$ cat config.mk
export PLATFORM = sky130hd
export DESIGN_NAME = half_adder
export DESIGN_NICKNAME = d
export VERILOG_FILES = /design/src/rtl/half_adder.sv
export SDC_FILE = /design/constraint.sdc
export NUM_CORES = 1
export LEC_CHECK = 0
export ABC_AREA = 1
export CAP_MARGIN = 20
export CELL_PAD_IN_SITES_DETAIL_PLACEMENT = 0
export CELL_PAD_IN_SITES_GLOBAL_PLACEMENT = 2
export CORE_ASPECT_RATIO = 1.1
export CORE_MARGIN = 2
export CORE_UTILIZATION = 23
export CTS_CLUSTER_DIAMETER = 100
export DETAILED_ROUTE_END_ITERATION = 12
export GPL_TIMING_DRIVEN = 0
export PLACE_DENSITY_LB_ADDON = 0.2
export SYNTH_ARGS = -nofsm -noshare
export SYNTH_HDL_FRONTEND = slang
export SYNTH_SLANG_ARGS = --single-unit
$ cat constraint.sdc
create_clock -name clk -period 1.08 [get_ports clk]
set_input_delay 0.216 -clock clk [delete_from_list [all_inputs] [get_ports clk]]
set_output_delay 0.216 -clock clk [all_outputs]
set_load 0.02 [all_outputs]
$ cat src/rtl/half_adder.sv
// rtl/half_adder.sv - registered WIDTH-bit half adder with saturating carry counter (optional second stage under HALF_ADDER_PIPE_EN)
module half_adder #(
    parameter int WIDTH = 1,
    parameter int CNT_W = 8
) (
    input  logic             clk,
    input  logic             rst,
    input  logic             in_valid,
    input  logic [WIDTH-1:0] a,
    input  logic [WIDTH-1:0] b,
    output logic             out_valid,
    output logic [WIDTH-1:0] s,
    output logic             c,
    output logic [CNT_W-1:0] carry_cnt
);

    // Zero-extended add: the top bit is the carry-out, there is no carry-in.
    logic [WIDTH:0] sum_full;
    assign sum_full = {1'b0, a} + {1'b0, b};

    logic             st1_valid;
    logic [WIDTH-1:0] st1_sum;
    logic             st1_carry;

    // Result register; data only loads when qualified so idle X operands never reach state.
    always_ff @(posedge clk or posedge rst) begin
        if (rst) begin
            st1_valid <= 1'b0;
            st1_sum   <= '0;
            st1_carry <= 1'b0;
        end else begin
            st1_valid <= in_valid;
            if (in_valid) begin
                st1_sum   <= sum_full[WIDTH-1:0];
                st1_carry <= sum_full[WIDTH];
            end
        end
    end

    // Strobe and carry of the operation entering the output stage on this edge.
    logic out_load;
    logic out_load_carry;

`ifdef HALF_ADDER_PIPE_EN
    logic             st2_valid;
    logic [WIDTH-1:0] st2_sum;
    logic             st2_carry;

    // Retiming stage: copies stage one forward, holding data while stage one is idle.
    always_ff @(posedge clk or posedge rst) begin
        if (rst) begin
            st2_valid <= 1'b0;
            st2_sum   <= '0;
            st2_carry <= 1'b0;
        end else begin
            st2_valid <= st1_valid;
            if (st1_valid) begin
                st2_sum   <= st1_sum;
                st2_carry <= st1_carry;
            end
        end
    end

    assign out_load       = st1_valid;
    assign out_load_carry = st1_carry;
    assign out_valid      = st2_valid;
    assign s              = st2_sum;
    assign c              = st2_carry;
`else
    assign out_load       = in_valid;
    assign out_load_carry = sum_full[WIDTH];
    assign out_valid      = st1_valid;
    assign s              = st1_sum;
    assign c              = st1_carry;
`endif

    // Carry-event counter tracks the output stage so it moves with the visible c; it sticks at all-ones.
    always_ff @(posedge clk or posedge rst) begin
        if (rst) begin
            carry_cnt <= '0;
        end else if (out_load && out_load_carry && (carry_cnt != '1)) begin
            carry_cnt <= carry_cnt + CNT_W'(1);
        end
    end

endmodule

==> results of run 1 <==
-- cell usage in the layout (no fill, tap or decap), drive strengths merged, types with 4 or more instances in the layout --
cell type,count
buf,26
clkbuf,4
dfrtp,11
nand2,26
nand4,4
nand3,9
nor2,5
clkdlybuf4s50,4
inv,11
-- how the worst min path moves through the flow --
| stage | startpoint | end | slack, ns | cells past startpoint |
|---|---|---|---|---|
| 3_5_place_dp | s | s | 0.51 | 1 |
| 5_1_grt | rst | carry_cnt[4] | 0.28 | 2 |
| 6_report | rst | carry_cnt[1] | 0.25 | 2 |
| 4_1_cts | rst | carry_cnt[4] | 0.26 | 2 |
| 2_1_floorplan | rst | c | 0.07 | 1 |
| 3_3_place_gp | s | s | 0.49 | 1 |
-- final cells by class --
| class | count | area, sq um | area share |
|---|---|---|---|
| Multi-Input combinational cell | 52 | 359 | 0.359 |
| Sequential cell | 11 | 280 | 0.280 |
| Timing Repair Buffer | 30 | 251 | 0.252 |
| Inverter | 11 | 43.8 | 0.0438 |
| Tap cell | 31 | 38.8 | 0.0388 |
| Clock buffer | 4 | 26.3 | 0.0263 |
-- power groups by stage --
stage                     combinational [mW]  clock [mW]  sequential (mW)
after floorplan                        0.191           0            0.693
after global routing                   0.835       0.332            0.602
after CTS                              0.588       0.295            0.590
after global placement                 0.456           0            0.632
final                                  0.769       0.282            0.589
after detailed placement               0.458           0            0.633
-- per-stage QoR --
stage	area, sq um	std cells	setup TNS, ns	worst slack [ns]
2_1_floorplan	634	74	-0.523	-0.0839
3_3_place_gp	823	120	-5.37	-0.481
3_5_place_dp	823	120	-5.47	-0.474
4_1_cts	881	132	-0.735	-0.109
5_1_grt	1000	139	-1.72	-0.182
6_report	1000	139	-0.948	-0.115
-- logic make-up (layout without fill, tap and decap cells) --
| group | Yosys count | count (layout) | share of synthesized area |
|---|---|---|---|
| AOI/OAI and AO/OA | 2 | 2 | 0.0228 |
| xor gates and xnor gates | 1 | 1 | 0.0145 |
| adders and majority gates | 2 | 2 | 0.0414 |
| buffers and inverters | 11 | 45 | 0.0683 |
| DFF | 11 | 11 | 0.455 |
| muxes | 1 | 1 | 0.0186 |
| and+or+nand+nor | 46 | 46 | 0.379 |
-- critical path, stage by stage (launching register included) --
cell and delay [ns]:
dfrtp_2 0.45, buf_4 0.15, buf_6 0.12
-- metal layers --
metal	track usage	up-vias	part of all wire
li1	-	308	-
met5	0	-	0
met4	0.0879	0	0.016
met2	0.157	14	0.51
met3	0.0206	2	0.052
met1	0.150	281	0.42
-- what timing repair did --
item,CTS,global route
resized for setup,54,18
cloned,0,0
pin swaps,6,5
setup endpoints to repair,19,16
buffers inserted,8,7
-- flip-flops by register name, indices dropped and copies added, names as in the netlist --
name,cells
out_valid,1
s,1
carry_cnt,8
c,1
==> results.sh, run 1 <==
export IMPL_p_leak_nw=0.494
export IMPL_drc_errors=0
export IMPL_setup_viol=10
export IMPL_root_buffer="clkbuf_4"
export IMPL_vias=605
export IMPL_vias_per_cell=4.35
export IMPL_hp_class="in -> async"
export IMPL_ir_drop_mv=0.972
export IMPL_dpl_hpwl_mm=1.01
export IMPL_timing_hold_ws_ns=0.245
export IMPL_switching_share=0.352
export IMPL_r2r_start="carry_cnt[0]"
export IMPL_globalplace_congestion=0.716
export IMPL_cts_buffers=3
export IMPL_power_density_nw_per_um2=1640
export IMPL_reg2regPathDepth=7
export IMPL_drtAntennaViolNets=0
export IMPL_period_share=1.11
export IMPL_path_max_fanout=5
export IMPL_overflow=0
export IMPL_power_mw=1.64
export IMPL_syn_area_sq_um=604
export IMPL_grt_setup_unrepaired="yes"
export IMPL_ys_ff_latch=11
export IMPL_ys_types=17
export IMPL_grt_pass1_wl_mm=2.43
export IMPL_fin_util=0.401
export IMPL_setup_ws_ns=-0.115
export IMPL_synth_nets=81
export IMPL_clk_latency_ns=0.27
export IMPL_die_h_um=57.8
export IMPL_drt_first_pass_iters=4
export IMPL_yosysTopAreaCellShare=0.455
export IMPL_end_kind="primary output"
export IMPL_finalHoldViolCount=0
export IMPL_r2r_end="carry_cnt[3]"
export IMPL_cap_viol_max_count=0
export IMPL_clkTransAtPathRegs_ns=0.07
export IMPL_p_int_mw=1.06
export IMPL_grt_max_degree=12
export IMPL_seqPwrFrac=0.359
export IMPL_grt_usage=0.113
export IMPL_synth_top_cell_by_area="dfrtp_1"
export IMPL_p_sw_mw=0.576
export IMPL_worstMarginPinSlew_ns=0.439
export IMPL_status="finished, violations left"
export IMPL_htree_levels=1
export IMPL_maxSlewHeadroom=0.707
export IMPL_ys_seq_area_frac=0.455
export IMPL_antenna_found_initial=0
export IMPL_wl_per_cell_um=10.5
export IMPL_antennaDiodeCount=0
export IMPL_rrSetupSlack_ns=-0.11
export IMPL_drive_above_1_share=0.481
export IMPL_cts_hold_buf=0
export IMPL_core_sq_um=2500
export IMPL_cts_sinks=11
export IMPL_synth_edf_count=0
export IMPL_nNetsFinal=116
export IMPL_pwr_share_clk=0.172
export IMPL_critPathLaunchType="flop"
export IMPL_drt_iter0_markers=8
export IMPL_synthFlopType="dfrtp_1"
export IMPL_die_w_um=52.9
export IMPL_io_pins=16
export IMPL_clock_skew_ns=0.00239
export IMPL_crit_start="carry_cnt[0]"
export IMPL_synth_commonest_cells="nand2_1, dfrtp_1, inv_1, nand3_1, nand4_1"
export IMPL_wl_mm=1.46
export IMPL_grt_pass1_vias=513
export IMPL_area_delta_synth_final_pct=65.4
export IMPL_endpoint="carry_cnt[0]"
export IMPL_tritoncts="yes"
export IMPL_violations="negative setup slack"
export IMPL_clockBufferDepth=2
export IMPL_yosysMostFrequentCell="nand2_1"
export IMPL_path_class="reg -> out"
export IMPL_async_flop_share=1.00
export IMPL_num_rows=19
export IMPL_start_util=0.242
export IMPL_yosys_warnings=0
export IMPL_synth_area_leaders="dfrtp_1, nand2_1, nand3_1"
export IMPL_io_buffers=15
export IMPL_max_freq_mhz=837
export IMPL_final_max_slew_viol_count=0
export IMPL_fillerInstances=252
export IMPL_die_area_sq_um=3050
export IMPL_min_period_ns=1.20
export IMPL_syn_avg_cell_area_sq_um=8.17
export IMPL_p_comb_frac=0.469
export IMPL_syn_inst=74
export IMPL_crit_required_ns=0.86
export IMPL_worst_endpoint_arrival_ns=0.98
Power figures use the tool's default switching activity.
==> run 2, diff against run 1 <==
--- a/config.mk
+++ b/config.mk
@@ -11,7 +11,8 @@
 export CELL_PAD_IN_SITES_GLOBAL_PLACEMENT = 2
 export CORE_ASPECT_RATIO = 1.1
 export CORE_MARGIN = 2
-export CORE_UTILIZATION = 23
+export CORE_UTILIZATION = 25
+export CTS_BUF_LIST = sky130_fd_sc_hd__clkbuf_4
 export CTS_CLUSTER_DIAMETER = 100
 export DETAILED_ROUTE_END_ITERATION = 12
 export GPL_TIMING_DRIVEN = 0
==> results.sh, run 2 (synthesized netlist as in run 1, its figures left out) <==
export IMPL_power_mw=1.58
export IMPL_place_ws_ns=-0.481
export IMPL_vias=599
export IMPL_max_freq_mhz=835
export IMPL_final_common_cell="nand2_1"
export IMPL_htree_levels=1
export IMPL_drc_errors=0
export IMPL_path_class="reg -> reg"
export IMPL_power_density_nw_per_um2=1640
export IMPL_wl_per_cell_um=11.0
export IMPL_finalHoldViolCount=0
export IMPL_grtUsageMet3=0.0568
export IMPL_start_util=0.266
export IMPL_crit_path_cell_trace="ha_4 > nand2_4 > nor2_4 > nand2_4 > nand2_8 > nand2_2 > o21ai_2"
export IMPL_clk_latency_ns=0.28
export IMPL_root_buffer="clkbuf_4"
export IMPL_die_h_um=55.6
export IMPL_clockBufferDepth=2
export IMPL_ir_drop_mv=1.32
export IMPL_path_max_fanout=8
export IMPL_final_area_sq_um=960
export IMPL_clock_skew_ns=0.00873
export IMPL_vias_per_cell=4.44
export IMPL_core_sq_um=2270
export IMPL_grt_setup_unrepaired="yes"
export IMPL_drive_above_1_share=0.457
export IMPL_fillerInstances=259
export IMPL_num_rows=18
export IMPL_top_register="carry_cnt"
export IMPL_worst_path_buf_inv=0
export IMPL_use_met2=0.209
export IMPL_fin_util=0.422
export IMPL_period_share=1.11
export IMPL_cts_sinks=11
export IMPL_dp_cells=119
export IMPL_drt_iter0_markers=3
export IMPL_fin_setup_tns_ns=-0.953
export IMPL_cts_buffers=3
export IMPL_setup_ws_ns=-0.118
export IMPL_critPathLaunchType="flop"
export IMPL_crit_required_ns=1.25
export IMPL_mostFrequentLayoutCells="nand2_1, buf_4, inv_1"
export IMPL_worst_endpoint_arrival_ns=1.37
export IMPL_largest_reg_flops=8
export IMPL_tritoncts="yes"
export IMPL_area_delta_synth_final_pct=58.8
export IMPL_antenna_found_initial=0
export IMPL_timing_hold_ws_ns=0.233
export IMPL_hp_class="in -> async"
export IMPL_worstMarginPinSlew_ns=0.432
export IMPL_final_max_slew_viol_count=0
export IMPL_maxSlewHeadroom=0.712
export IMPL_antennaDiodeCount=0
export IMPL_grt_max_degree=12
export IMPL_drtAntennaViolNets=0
export IMPL_globalplace_congestion=0.730
export IMPL_p_leak_nw=0.475
export IMPL_min_period_ns=1.20
export IMPL_layoutNonFillerInstCount=135
export IMPL_status="finished, violations left"
export IMPL_drt_first_pass_iters=4
export IMPL_io_pins=16
export IMPL_place_area_sq_um=822
export IMPL_grt_usage=0.125
export IMPL_cts_hold_buf=0
export IMPL_cap_viol_max_count=0
export IMPL_grt_pass1_vias=575
export IMPL_slowest_stage="dfrtp_2"
export IMPL_crit_family="flip-flops"
export IMPL_nNetsFinal=113
export IMPL_clkTransAtPathRegs_ns=0.08
export IMPL_die_area_sq_um=2830
export IMPL_die_w_um=50.9
export IMPL_dpl_hpwl_mm=1.03
export IMPL_grt_pass1_wl_mm=2.56
export IMPL_met1_usage=0.139
export IMPL_end_kind="flop"
export IMPL_overflow=0
export IMPL_max_stage_delay_ns=0.45
export IMPL_cpMostUsedCell="nand2_4"
export IMPL_wl_mm=1.48
export IMPL_io_buffers=15
export IMPL_violations="negative setup slack"
export IMPL_top_usage_layer="met2"
export IMPL_setup_viol=10
run 2: worst register-to-register path, stage by stage, from the launching register on:
cell     delay [ns]
dfrtp_2        0.45
ha_4           0.18
nand2_4        0.07
nor2_4         0.04
nand2_4        0.14
nand2_8        0.09
nand2_2        0.07
o21ai_2        0.04
run 2: path summary, 6_finish.rpt:
check	cells past startpoint	endpoint	slack (ns)	startpoint
setup / recovery	7	carry_cnt[2]	-0.12	carry_cnt[0]
hold / removal	2	s	0.23	rst
setup reg to reg	7	carry_cnt[2]	-0.12	carry_cnt[0]
hold reg to reg	1	s	0.51	s
max in group asynchronous	2	carry_cnt[1]	0.52	rst
min in group clk	1	out_valid	0.49	in_valid
run 2: layout make-up:
cell class	count	area [sq um]	area share
tap	30	37.5	0.0391
sequential	11	280	0.292
inverter	11	46.3	0.0482
clock buffer	4	30.0	0.0313
timing repair buffer	27	226	0.236
multi-input combinational	52	339	0.353
run 2: timing repair:
item	CTS	global route
pin swaps	4	5
setup endpoints to repair	19	16
setup buffers	10	2
resized for setup	54	13
run 2: metal layers:
layer  wire (um)  up-vias
met1         612      280
met4          13        0
li1            -      304
met5           0        -
met3          73        2
met2         782       13
run 2: power by group:
part / leakage (nW) / internal (mW) / switching [mW]
Sequential: 0.138 / 0.491 / 0.0951
Combinational: 0.318 / 0.365 / 0.310
Clock: 0.0184 / 0.168 / 0.146
Total: 0.475 / 1.02 / 0.552
==> run 3, diff against run 2 <==
--- a/config.mk
+++ b/config.mk
@@ -17,6 +17,7 @@
 export DETAILED_ROUTE_END_ITERATION = 12
 export GPL_TIMING_DRIVEN = 0
 export PLACE_DENSITY_LB_ADDON = 0.2
+export SLEW_MARGIN = 20
 export SYNTH_ARGS = -nofsm -noshare
 export SYNTH_HDL_FRONTEND = slang
 export SYNTH_SLANG_ARGS = --single-unit
==> results of run 3 <==
Final layout, timing and power as in run 2 (identical DEF).
